**src/rtl/dmem_requester.sv**
```systemverilog
// rtl/dmem_requester.sv - pipeline-side load/store initiator for the data_mem interface
// One request in flight: issue a one-cycle strobe, track clk_stall, return data or error.
module dmem_requester #(
  parameter int TIMEOUT_CYCLES = 64,
  parameter int STALL_GUARD    = 1
) (
  input  logic        clk,
  input  logic        rst_n,
  input  logic        req_valid,
  output logic        req_ready,
  input  logic        req_write,
  input  logic [1:0]  req_size,
  input  logic        req_signed,
  input  logic [31:0] req_addr,
  input  logic [31:0] req_wdata,
  output logic        resp_valid,
  input  logic        resp_ready,
  output logic [31:0] resp_rdata,
  output logic        resp_err,
  output logic [31:0] mem_addr,
  output logic [31:0] mem_write_data,
  output logic        mem_memwrite,
  output logic        mem_memread,
  output logic [3:0]  mem_sign_mask,
  input  logic [31:0] mem_read_data,
  input  logic        mem_clk_stall
);

  localparam int CW = $clog2(TIMEOUT_CYCLES + 1);
  localparam logic [CW-1:0] GUARD = CW'(STALL_GUARD);
  localparam logic [CW-1:0] LAST  = CW'(TIMEOUT_CYCLES - 1);

  typedef enum logic [1:0] {
    S_IDLE,
    S_ISSUE,
    S_WAIT,
    S_RESP
  } state_t;

  state_t        state;
  logic [CW-1:0] cnt;
  logic          is_write;
  logic          req_fire;
  logic          misaligned;
  logic [2:0]    size_mask;

  assign req_fire = req_valid && req_ready;

  always_comb begin
    misaligned = 1'b0;
    size_mask  = 3'b111;
    case (req_size)
      2'b00: size_mask = 3'b001;
      2'b01: begin
        size_mask  = 3'b011;
        misaligned = req_addr[0];
      end
      2'b10: begin
        size_mask  = 3'b111;
        misaligned = (req_addr[1:0] != 2'b00);
      end
      default: begin
        size_mask  = 3'b111;
        misaligned = 1'b1;
      end
    endcase
  end

  always_ff @(posedge clk or negedge rst_n) begin
    if (!rst_n) begin
      state          <= S_IDLE;
      cnt            <= '0;
      is_write       <= 1'b0;
      req_ready      <= 1'b1;
      resp_valid     <= 1'b0;
      resp_rdata     <= '0;
      resp_err       <= 1'b0;
      mem_addr       <= '0;
      mem_write_data <= '0;
      mem_memwrite   <= 1'b0;
      mem_memread    <= 1'b0;
      mem_sign_mask  <= '0;
    end else begin
      case (state)
        S_IDLE: begin
          if (req_fire) begin
            req_ready      <= 1'b0;
            is_write       <= req_write;
            mem_addr       <= req_addr;
            mem_write_data <= req_wdata;
            mem_sign_mask  <= {req_signed && !req_write, size_mask};
            if (misaligned) begin
              // Rejected requests never reach data_mem.
              state      <= S_RESP;
              resp_valid <= 1'b1;
              resp_err   <= 1'b1;
              resp_rdata <= '0;
            end else begin
              state        <= S_ISSUE;
              mem_memwrite <= req_write;
              mem_memread  <= !req_write;
            end
          end
        end
        S_ISSUE: begin
          mem_memwrite <= 1'b0;
          mem_memread  <= 1'b0;
          cnt          <= '0;
          state        <= S_WAIT;
        end
        S_WAIT: begin
          cnt <= cnt + 1'b1;
          // data_mem needs STALL_GUARD cycles before its stall flag is trustworthy.
          if (cnt >= GUARD && !mem_clk_stall) begin
            state      <= S_RESP;
            resp_valid <= 1'b1;
            resp_err   <= 1'b0;
            resp_rdata <= is_write ? 32'h0 : mem_read_data;
          end else if (cnt == LAST) begin
            state      <= S_RESP;
            resp_valid <= 1'b1;
            resp_err   <= 1'b1;
            resp_rdata <= '0;
          end
        end
        S_RESP: begin
          if (resp_ready) begin
            state      <= S_IDLE;
            resp_valid <= 1'b0;
            resp_err   <= 1'b0;
            resp_rdata <= '0;
            req_ready  <= 1'b1;
          end
        end
        default: state <= S_IDLE;
      endcase
    end
  end

endmodule

```
**config.mk**
```make
export PLATFORM = sky130hd
export DESIGN_NAME = dmem_requester
export DESIGN_NICKNAME = d
export VERILOG_FILES = /design/src/rtl/dmem_requester.sv
export SDC_FILE = /design/constraint.sdc
export NUM_CORES = 1
export LEC_CHECK = 0
export ABC_CLOCK_PERIOD_IN_PS = 3500
export CAP_MARGIN = 20
export CORE_UTILIZATION = 46
export CTS_CLUSTER_DIAMETER = 150
export DETAILED_ROUTE_END_ITERATION = 12
export PLACE_DENSITY = 0.86
export SLEW_MARGIN = 20
export SYNTH_ARGS = -nofsm -noshare
export SYNTH_HDL_FRONTEND = slang
export SYNTH_SLANG_ARGS = --single-unit
```
**constraint.sdc**
```tcl
create_clock -name clk -period 3.5 [get_ports clk]
set_input_delay 0.35 -clock clk [delete_from_list [all_inputs] [get_ports clk]]
set_output_delay 0.35 -clock clk [all_outputs]
set_load 0.02 [all_outputs]
```
After elaboration in Yosys (flattened, before gate mapping) --
Cells that the tools add are included.
Cells by class: shift-type cells 0, $lt $le $gt $ge 1, add/subtract/negate cells 1, mux-type cells 33, equal/unequal tests 11, bitwise gates (word level) 0, multipliers 0, div/mod/pow operators 0, reductions and logical operators 17
Operators by type and width (number):
- 32-bit 2-to-1 mux | 6
- 32-bit case mux with 3 select lines | 1
- 7-bit case mux with 2 select lines | 1
- 1-bit 2-to-1 mux | 12
- 2-bit 2-to-1 mux | 5
- 1-bit case mux with 3 select lines | 3
- 3-bit AND reduction | 3
- 2-bit != test, second input constant | 4
- 2-bit case mux with 4 select lines | 1
- 2-bit nonzero test | 4
- 7-bit by 1-bit adder with 7-bit output, second input constant | 1
- 7-bit by 6-bit == test with 1-bit output, second input constant | 1
- 7-bit by 1-bit greater-or-equal comparator with 1-bit output, second input constant | 1
- 2-bit == test, second input constant | 3
- 1-bit case mux with 2 select lines | 3
- 3-bit case mux with 2 select lines | 1
- 5-bit AND reduction | 1
- 2-bit by 1-bit == test with 1-bit output, second input constant | 2
- 2-bit zero test | 2
- 1-bit logical AND | 3
- 3-bit != test, second input constant | 1
- 3-bit nonzero test | 1
- 1-bit zero test | 2
- 2-bit AND reduction | 1
Word-level totals: register bits 115, bits of input ports 105, memories 0, bits in latches 0, logic and storage cells 75, bits in read-only memories 0, memory bits (writable) 0

Logic depth before layout (Yosys ltp) --
depth in word-level cells 5, mapped depth 8, depth with buffers taken out 6

Worst setup path after synthesis --
Ideal clock, no wire load.
kind reg2reg, start reg cnt[0], end reg resp_err, path slack 1.565 ns, data arrival time 1.810 ns, clock period less this slack 1.935 ns, stages on the path, launching flop included 7, cells stage by stage dfrtp_1 -> ha_1 -> nor4_4 -> a21oi_2 -> o211a_1 -> buf_6 -> mux2_4
On the way: cells in the longest elaborated chain, start to end 4, elaborated cells between the ends (all ways) 7, classes of those cells order compare (1); eq/ne (2); mux (2); reduce/logical (2)
RTL lines:
- start, declared | line 41 | logic [CW-1:0] cnt;
- start signal, assigned | line 112 | cnt <= cnt + 1'b1;
- 7-bit by 1-bit greater-or-equal comparator with 1-bit output | line 114 | if (cnt >= GUARD && !mem_clk_stall) begin
- 1-bit logical AND | line 114
- 3-bit != test (no source line) or 1-bit 2-to-1 mux (tied branches)
- 5-bit AND reduction (no source line) or 1-bit case mux with 3 select lines (tied branches)
- end signal, assigned | line 117 | resp_err <= 1'b0;
- end signal, assigned | line 122 | resp_err <= 1'b1;
- end signal, assigned | line 130 | resp_err <= 1'b0;
- end, declared | line 19 | output logic resp_err,
Several ways; a longest one is shown, not always the timed one. A chain may end at the register's enable or synchronous reset.

Final worst setup path --
start reg state[0], end reg mem_write_data[7]
On the way: cells in the longest elaborated chain, start to end 2
RTL lines:
- start, declared | line 40 | state_t state;
- start signal, assigned | line 71 | state <= S_IDLE;
- start signal, assigned | line 94 | state <= S_RESP;
- start signal, assigned | line 99 | state <= S_ISSUE;
- 2-bit zero test | line 84 | case (state)
- 2-bit AND reduction (no source line)
- end signal, assigned | line 90 | mem_write_data <= req_wdata;
- end, declared | line 21 | output logic [31:0] mem_write_data,
No other way between the ends.

==> impl_metrics.ini <==
[synth]
ys_top_cells_by_area = dfrtp_1 (58%), mux2_2 (15%), mux2i_1 (8.4%)
syn_inst = 375
async_flop_share_pct = 100.0
ys_warn_count = 0
syn_area_um2 = 4881
synth_top_family_by_area = multiplexers
synthAdderAreaFrac_pct = 1.794
synth.net_count = 487
synth_top_cell_area_share_pct = 58.45
netlist_top_cells_count = dfrtp_1 (114), mux2_2 (65), nand2_1 (43)
muxShareOfSynthArea_pct = 23.71
yosysUniqueCellTypes = 33
synth_largest_area_cell = dfrtp_1
synth-edff-count = 0
ys.flop_type = dfrtp_1
ys_seq_elements = 115
synth.most_common_cell = dfrtp_1
ys_seq_area_share_pct = 58.98
avgSynthCellArea_um2 = 13.02
synthSimpleGateAreaFrac_pct = 6.255
synth_compound_area_share_pct = 3.435
synthXorXnorAreaFrac_pct = 0.1794

[global_routing]
overflow = 0
grt_util_all_layers_pct = 22.79
grt_pass1_wl_um = 19300
antenna_found_initial = 0
grt_max_degree = 59
grt_pass1_vias = 3938

[floorplanning]
core-area_um2 = 10320
start_util_pct = 47.28
die_width_um = 105.0
dieHeight_um = 105.0
die-area_um2 = 11030
rows = 37
ios = 210

[layout]
area_growth_pct = 57.11
fin_nets = 703
n_antenna_cell = 0
drive_gt1_share_pct = 18.21
num-fill-cells = 694

[sta]
layout_min_cycle_time_ns = 2.245
layout_worst_path_cycle_share_pct = 64.13
maxClockFrequency_mhz = 445.5
worstMarginPinSlew_ns = 0.7477
finalSetupViolations = 0
relSlewSlack_pct = 50.15
finalHoldViolCount = 0
hold_ws_ns = 0.4030
skew_ns = 0.004514
slew_viol_final = 0
rsz0062_at_grt = false
tns_ns = 0

[worst_hold_path]
hold_path_class = primary input to flop
holdPathEnd = resp_rdata[25]
hold_depth = 3
min_from = mem_read_data[25]

[detailed_routing]
dr.pass1.iters = 4
post-route-drc-count = 0
via_per_inst = 4.926
drt_iter0_drc = 165
antenna_left = 0
vias = 3645
wl_per_cell_um = 15.94
wirelength_um = 11800

[worst_setup_path]
startpoint_type = flop
r2r_slack_ns = 1.26
critPathLaunch = state[0]
critPathKind = flop to flop
cp-end-kind = flop
r2r_end = mem_write_data[7]
worstPathRequired_ns = 3.88
crit_fanout = 49
cp.arrival_ns = 2.62
r2r_cells = 5
reg2reg_from = state[0]

[placement]
place.gp.congestion = 0.7765
place_hpwl_um = 8530
io_buffers = 209

[clock_network]
clkTransAtPathRegs_ns = 0.06
clock_sinks = 115
cts_max_level = 4
clk_latency_ns = 0.50
cts-root-buf = clkbuf_8
cts_buffer_depth = 2
post-cts-setup-buffer-count = 0
cts_buffers = 17
cts_tree = built

[run]
max-cap-violations = 0

[power]
peakVddDrop_mv = 0.4970
power.leakage_uw = 0.003319
p_per_area_nw_per_um2 = 895.8

[outcome]
outcome = completed
final cells by class:
type	instances	area (µm²)	area share, %
timing repair buffer	214	2142	27.93
clock inverter	13	160.2	2.088
tap	136	170.2	2.219
multi-input combinational	204	1739	22.68
inverter	39	146.4	1.909
sequential	115	2879	37.54
clock buffer	19	431.7	5.629
kinds of logic after synthesis:
kind of cell | after synthesis
and+or+nand+nor | 64
xor gates and xnor gates | 1
adders and majority gates | 7
DFF | 115
AOI/OAI and AO/OA | 25
buffers and inverters | 56
muxes | 107
flip-flops by register name (all words and copies together) (netlist names), 2 cells and up:
name,cells
mem_addr,32
mem_write_data,32
resp_rdata,32
cnt,7
mem_sign_mask,4
state,2
what timing repair did:
item,4_1_cts,5_1_grt
endpoints found under the hold margin,57,0
hold buffers,1,0
resized for setup,0,0
power breakdown:
| part | internal [µW] | total, µW | switching (µW) | leakage [µW] |
|---|---|---|---|---|
| clock network | 1100 | 1690 | 590 | 0.000264 |
| registers | 1850 | 2140 | 291 | 0.00149 |
| logic | 1560 | 3040 | 1480 | 0.00157 |
critical path, cell delays in order (launching register included):
cell and delay (ns):
dfrtp_1 0.37, inv_1 0.11, ha_1 0.34, nand3_4 0.31, buf_4 0.56, mux2_2 0.41
cell usage in the layout (no fill, tap or decap), types with 5 or more instances in the layout:
cell and instances:
dfrtp_1 114, clkbuf_16 16, clkinvlp_4 8, mux2i_1 41, mux2_2 65, a21oi_1 5
o21ai_0 9, clkdlybuf4s50_1 208, nand2_1 43, nor2_1 5, ha_1 7, inv_1 39
per-stage QoR:
step                worst slack [ns]  util, %  instances  power (µW)  area [µm²]
floorplan                      1.565        -        375        3951        4881
global placement               1.232    68.45        707        5110        7067
detailed placement             1.117    68.45        707        5206        7067
CTS                            1.223    74.28        740        6938        7669
global route                   1.113    74.28        740        7219        7669
finish                         1.255    74.28        740        6869        7669
per-layer routing:
metal	part of all wire, %	routed length (µm)	up-vias	track usage (%)
li1	-	-	1682	-
met1	40	4708	1784	26.34
met2	50	5843	155	37.56
met3	8.2	963	24	7.985
met4	2.4	282	0	11.47
met5	0	0	-	0
worst max path at each step:
stage                              endpoint  slack (ns)  cells past startpoint
after floorplan                    resp_err        1.56                      6
after global placement        resp_rdata[6]        1.23                      6
after detailed placement      resp_rdata[7]        1.12                      6
after CTS                 mem_write_data[7]        1.22                      5
after global routing      mem_write_data[1]        1.11                      5
final                     mem_write_data[7]        1.26                      5
Note: power is estimated with default switching activity, not from simulation.
